### config.mk
export PLATFORM = sky130hd
export DESIGN_NAME = program_counter
export DESIGN_NICKNAME = d
export VERILOG_FILES = /design/src/rtl/program_counter.sv
export SDC_FILE = /design/constraint.sdc
export NUM_CORES = 1
export LEC_CHECK = 0
export ABC_AREA = 1
export ABC_CLOCK_PERIOD_IN_PS = 3970
export CORE_ASPECT_RATIO = 0.75
export CORE_MARGIN = 2
export CORE_UTILIZATION = 46
export DETAILED_ROUTE_END_ITERATION = 12
export GPL_TIMING_DRIVEN = 0
export PLACE_DENSITY = 0.78
export RECOVER_POWER = 100
export SLEW_MARGIN = 20
export SYNTH_ARGS = -nofsm -noshare
export SYNTH_HDL_FRONTEND = slang
export SYNTH_SLANG_ARGS = --single-unit
### constraint.sdc
create_clock -name clk -period 3.97 [get_ports clk]
set_clock_uncertainty 0.1 [all_clocks]
set_input_delay 0.794 -clock clk [delete_from_list [all_inputs] [get_ports clk]]
set_output_delay 0.794 -clock clk [all_outputs]
set_load 0.03 [all_outputs]
### src/rtl/program_counter.sv
// program_counter: program address register with single-level interrupt entry/return and optional return stack.
// Optional feature: define CALL_STACK_EN to build the STACK_DEPTH-entry call/return LIFO.
module program_counter #(
  parameter int                ADDR_W      = 10,
  parameter logic [ADDR_W-1:0] RESET_VEC   = '0,
  parameter logic [ADDR_W-1:0] IRQ_VEC     = ADDR_W'(2),
  parameter int                STACK_DEPTH = 4
) (
  input  logic              clk,
  input  logic              reset,
  input  logic              en,
  input  logic              load,
  input  logic [ADDR_W-1:0] jaddr,
  input  logic              irq,
  input  logic              reti,
  input  logic              call,
  input  logic              ret,
  output logic [ADDR_W-1:0] pc,
  output logic              irq_ack,
  output logic              in_isr,
  output logic              stk_ovf,
  output logic              stk_unf
);
  logic [ADDR_W-1:0] pc_q, pc_d, epc_q, epc_d, pc_inc, pc_seq;
  logic              in_isr_q, in_isr_d, irq_ack_q, irq_ack_d, take_irq;
`ifdef CALL_STACK_EN
  localparam int SP_W  = $clog2(STACK_DEPTH + 1);
  localparam int IDX_W = STACK_DEPTH > 1 ? $clog2(STACK_DEPTH) : 1;
  logic [ADDR_W-1:0] stack_q [STACK_DEPTH];
  logic [ADDR_W-1:0] stack_d [STACK_DEPTH];
  logic [SP_W-1:0]   sp_q, sp_d, sp_m1;
  logic [IDX_W-1:0]  push_idx, pop_idx;
  logic              ovf_q, ovf_d, unf_q, unf_d, full, empty;
`else
  logic unused_ok;
  assign unused_ok = ret ^ (STACK_DEPTH == 0);
`endif
  always_comb begin
    pc_inc    = pc_q + ADDR_W'(1);
    pc_seq    = (call || load) ? jaddr : pc_inc;
    take_irq  = en && irq && !in_isr_q;
    pc_d      = pc_q;
    epc_d     = epc_q;
    in_isr_d  = in_isr_q;
    irq_ack_d = take_irq;
`ifdef CALL_STACK_EN
    sp_m1     = sp_q - SP_W'(1);
    push_idx  = IDX_W'(sp_q);
    pop_idx   = IDX_W'(sp_m1);
    full      = sp_q == SP_W'(STACK_DEPTH);
    empty     = sp_q == '0;
    stack_d   = stack_q;
    sp_d      = sp_q;
    ovf_d     = ovf_q;
    unf_d     = unf_q;
`endif
    if (take_irq) begin
      pc_d     = IRQ_VEC;
      epc_d    = pc_seq;
      in_isr_d = 1'b1;
    end else if (en && reti) begin
      pc_d     = in_isr_q ? epc_q : pc_inc;
      in_isr_d = 1'b0;
    end
`ifdef CALL_STACK_EN
    else if (en && ret) begin
      pc_d  = empty ? pc_inc : stack_q[pop_idx];
      sp_d  = empty ? sp_q : sp_m1;
      unf_d = unf_q || empty;
    end else if (en && call) begin
      pc_d  = jaddr;
      ovf_d = ovf_q || full;
      sp_d  = full ? sp_q : sp_q + SP_W'(1);
      if (!full) stack_d[push_idx] = pc_inc;
    end
`endif
    else if (en && (call || load)) begin
      pc_d = jaddr;
    end else if (en) begin
      pc_d = pc_inc;
    end
  end
  always_ff @(posedge clk or posedge reset) begin
    if (reset) begin
      pc_q      <= RESET_VEC;
      epc_q     <= '0;
      in_isr_q  <= 1'b0;
      irq_ack_q <= 1'b0;
    end else begin
      pc_q      <= pc_d;
      epc_q     <= epc_d;
      in_isr_q  <= in_isr_d;
      irq_ack_q <= irq_ack_d;
    end
  end
`ifdef CALL_STACK_EN
  always_ff @(posedge clk or posedge reset) begin
    if (reset) begin
      stack_q <= '{default: '0};
      sp_q    <= '0;
      ovf_q   <= 1'b0;
      unf_q   <= 1'b0;
    end else begin
      stack_q <= stack_d;
      sp_q    <= sp_d;
      ovf_q   <= ovf_d;
      unf_q   <= unf_d;
    end
  end
  assign stk_ovf = ovf_q;
  assign stk_unf = unf_q;
`else
  assign stk_ovf = 1'b0;
  assign stk_unf = 1'b0;
`endif
  assign pc      = pc_q;
  assign irq_ack = irq_ack_q;
  assign in_isr  = in_isr_q;
endmodule

-- After elaboration in Yosys (flattened, before gate mapping)
Cells that the tools add are included.
Widths: inputs -> output; s select.
- bits in latches: 0
- bits of input ports: 18
- bits in writable memories: 0
- memories: 0
- logic and storage cells: 21
- bits in read-only memories: 0
- register bits: 22
- multiply operators: 0
- reduce and logical (&&, ||, !) cells: 8
- div/mod/pow operators: 0
- muxes and demuxes: 8
- $lt $le $gt $ge: 0
- shift operators: 0
- add/subtract/negate cells: 1
- bitwise gates (word level): 0
- eq/ne operators: 0
- operators by type and width (kind ; count):
    $mux 10 ; 6
    $add 10x1->10 const B ; 1
    $logic_and 1x1->1 ; 4
    $reduce_bool 4->1 ; 1
    $mux 1 ; 2
    $reduce_bool 2->1 ; 1
    $logic_not 1->1 ; 1
    $logic_or 1x1->1 ; 1

-- Depth between registers and ports, before layout
- depth in word-level cells: 5
- mapped depth: 10

-- Worst setup path before layout
OpenSTA, ideal clock, no wires.
- path type: in2reg
- from: in load
- to: reg pc_q[0], in the netlist pc[0]
- setup time: 0.118 ns
- stages: 7
- data required time: 3.752 ns
- path slack: 2.136 ns
- arrival time: 1.617 ns
- path buffers: 1
- path through: nor2_1 -> buf_2 -> nand2_1 -> o21ai_0 -> nand3_1 -> nand3_1 -> nand2_1
- longest elaborated chain between the ends: 5
- elaborated cells between the ends (all ways): 6
- RTL lines (what ; line ; source):
    from (decl) ; 12 ; input logic load,
    $logic_or 1x1->1 (*) ; 77 ; else if (en && (call || load)) begin
    $logic_and 1x1->1 (*) ; 77 ;
    $mux 10 ; 77 ;
    $mux 10 ; 61 ; end else if (en && reti) begin
    $mux 10 ; 57 ; if (take_irq) begin
    to (signal assigned) ; 90 ; pc_q <= pc_d;
    to (decl) ; 24 ; logic [ADDR_W-1:0] pc_q, pc_d, epc_q, epc_d, pc_inc, pc_seq;
Mark *: on every way between the ends. The rest lies on a longest branch, timed or not.
A chain may end at the register's enable or synchronous reset.

-- Worst setup path after layout
- from: in en
- to: reg pc_q[1], in the netlist pc[1]
- longest elaborated chain between the ends: 4
- elaborated cells between the ends (all ways): 8
- RTL lines (what ; line ; source):
    from (decl) ; 11 ; input logic en,
    $logic_and 1x1->1 ; 77 ;
    $mux 10 ; 77 ;
    $mux 10 ; 61 ;
    $mux 10 ; 57 ;
Several ways; a longest one is shown, not always the timed one.

==> flow_metrics.env <==
export IMPL_status="finished, final reports clean"
export IMPL_synth_edf_count=0
export IMPL_num_vias=1475
export IMPL_fin_tns_setup_ps=0
export IMPL_antenna_found_initial=0
export IMPL_cts_sinks=22
export IMPL_rows=17
export IMPL_p_per_area_mw_per_mm2=434
export IMPL_wirelength_um=3780
export IMPL_multi_input_area_um2=744
export IMPL_synth_avg_cell_area_um2=6.68
export IMPL_io_buffer_count=28
export IMPL_synth_area_leaders="dfrtp_1 (38%), nand2_1 (18%), nand3_1 (8.6%), a21oi_1 (6.9%), inv_1 (5.7%)"
export IMPL_synth_top_area_cell="dfrtp_1"
export IMPL_synth_compound_area_share_pct=16.4
export IMPL_relSlewSlack_pct=42.6
export IMPL_async_reset_ff_share_pct=100
export IMPL_peakVddDrop_v=0.000264
export IMPL_syn_inst=217
export IMPL_rsz0062_at_grt="false"
export IMPL_place_congestion=0.840
export IMPL_synth_simple_area_share_pct=32.6
export IMPL_synth_cell_type_count=25
export IMPL_stdcell_area_mm2=0.00181
export IMPL_post_cts_buffers=0
export IMPL_fillers=294
export IMPL_io_pins=32
export IMPL_core_area_mm2=0.00298
export IMPL_setup_violations=0
export IMPL_tightest_slew_ps=859
export IMPL_p_leak_uw=0.000901
export IMPL_dieArea_mm2=0.00362
export IMPL_diodes=0
export IMPL_ctsLongestPathBuffers=2
export IMPL_period_share_pct=79.4
export IMPL_seq_area_frac_synth_pct=38.0
export IMPL_cts_tree="done"
export IMPL_dpl_cell_area_mm2=0.00178
export IMPL_endpoint_kind="flip-flop"
export IMPL_period_needed_ps=3150
export IMPL_cts_buffers=3
export IMPL_place_detailed_hpwl_um=2690
export IMPL_grt_usage_pct=22.7
export IMPL_drv_slew=0
export IMPL_grt_busiest_layer="met2"
export IMPL_htree_levels=1
export IMPL_dieWidth_um=68.8
export IMPL_grt_met3_usage_pct=4.95
export IMPL_synth_top_family_by_area="simple AND/OR/NAND/NOR gates"
export IMPL_cp_data_arrival_time_ps=3210
export IMPL_cp_max_fo=10
export IMPL_ys_ff_latch=22
export IMPL_cts_resized=0
export IMPL_hold_class="reg -> reg"
export IMPL_final_nets=270
export IMPL_max_freq_mhz=317
export IMPL_grtUsageMet1_pct=32.6
export IMPL_path_class="in -> reg"
export IMPL_hold_buffers=0
export IMPL_ys_warn_count=0
export IMPL_clkSlewWorstSetupHoldPaths_ps=80
export IMPL_crit_required_ps=4030
export IMPL_ctsRootBufferMaster="clkbuf_8"
export IMPL_dr_pass1_iters=4
export IMPL_synth_area_mm2=0.00145
export IMPL_start_util_pct=48.7
export IMPL_drive_gt1_share_pct=2.80
export IMPL_regArea_um2=551
export IMPL_grt_max_degree=23
export IMPL_use_met2_pct=34.5
export IMPL_synth_top_area_share_pct=38.0
export IMPL_overflow=0
export IMPL_synthMuxAreaShare_pct=0
export IMPL_hold_viol=0
export IMPL_synth_xor_area_share_pct=1.81
export IMPL_die_y_um=52.6
export IMPL_vias_per_cell=5.12
export IMPL_ant_nets=0
export IMPL_grt_pass1_vias=1271
export IMPL_synth_fa_ha_area_share_pct=0.863
export IMPL_synth_top_flop_cell="dfrtp_1"
export IMPL_maxCapViolations=0
export IMPL_insertion_delay_ps=280
export IMPL_area_growth_pct=25.0
export IMPL_drt_iter0_drc=124
export IMPL_start_kind="primary input"
export IMPL_detail_route_wl_per_cell_um=13.1
export IMPL_grt_pass1_wl_um=5990
export IMPL_drc=0
-- metrics by stage --
stage / hold slack (ps) / total power [uW] / util (%) / cells / worst slack [ps]
2_1_floorplan: 348 / 526 / - / 218 / 2140
3_3_place_gp: 372 / 631 / 59.8 / 284 / 1170
3_5_place_dp: 379 / 636 / 59.8 / 284 / 1160
4_1_cts: 400 / 805 / 61.7 / 288 / 1450
5_1_grt: 429 / 845 / 60.9 / 288 / 714
6_report: 394 / 788 / 60.9 / 288 / 820
-- final timing paths --
path / endpoint / depth (start not counted) / startpoint / slack (ps)
max in group asynchronous: pc[0] / 2 / reset / 2200
min reg2reg: epc_q[0] / 2 / epc_q[0] / 390
min in group asynchronous: irq_ack / 2 / reset / 1020
max: pc[1] / 9 / en / 820
max reg2reg: pc[1] / 7 / in_isr / 2200
min: epc_q[0] / 2 / epc_q[0] / 390
-- cell families (layout without fill, tap and decap cells) --
group | Yosys count | count (layout)
other cells | 1 | 2
compound gates | 43 | 43
xor+xnor | 3 | 3
flops | 22 | 22
buf+inv | 34 | 66
simple gates | 113 | 113
fa+ha+maj | 1 | 1
-- layout by cell type, fill, tap and decap left out, drive strengths merged, types with 11 or more instances in the layout --
cell type / netlist / routed
o21ai: 16 / 16
clkbuf: 3 / 11
nor2: 15 / 15
nand3: 25 / 25
inv: 24 / 24
a21oi: 20 / 20
dlygate4sd3: 0 / 15
clkdlybuf4s50: 0 / 13
dfrtp: 22 / 22
nand2: 69 / 69
-- critical path: stages --
cell	delay (ps)
dlygate4sd3_1	700
inv_1	270
nor2_1	610
inv_2	60
clkbuf_1	260
o211ai_1	230
nand3_1	90
o21ai_0	140
inv_1	60
-- metal layers --
metal  vias up  wire length (um)
met2        56              1590
li1        764                 -
met5         -                 0
met1       650              1860
met3         5               298
met4         0                31
-- synth_stat cells (2+ instances only) --
master,count
nand2_1,69
nand3_1,25
dfrtp_1,22
inv_1,22
a21oi_1,20
o21ai_0,15
nor2_1,14
buf_2,3
clkbuf_1,3
nand4_1,3
o211ai_1,3
buf_4,2
inv_2,2
o21a_1,2
xor2_1,2
-- state kept, by name (all words and copies together) (netlist names) --
signal and cells:
pc 10, in_isr 1, irq_ack 1, epc_q 10
-- area by class of cell --
cell class                      instances  area share, %
Buffer                                  9           2.28
Multi-Input combinational cell        162           41.1
Tap cell                               38           2.62
Inverter                               25           5.18
Timing Repair Buffer                   28           15.5
Clock buffer                            4           3.04
Sequential cell                        22           30.4
-- where the power goes --
| part | switching, uW | internal [uW] |
|---|---|---|
| sequential | 44.0 | 277 |
| combinational | 186 | 113 |
| clock | 79.5 | 88.7 |
| total | 309 | 479 |
Power figures use the tool's default switching activity.
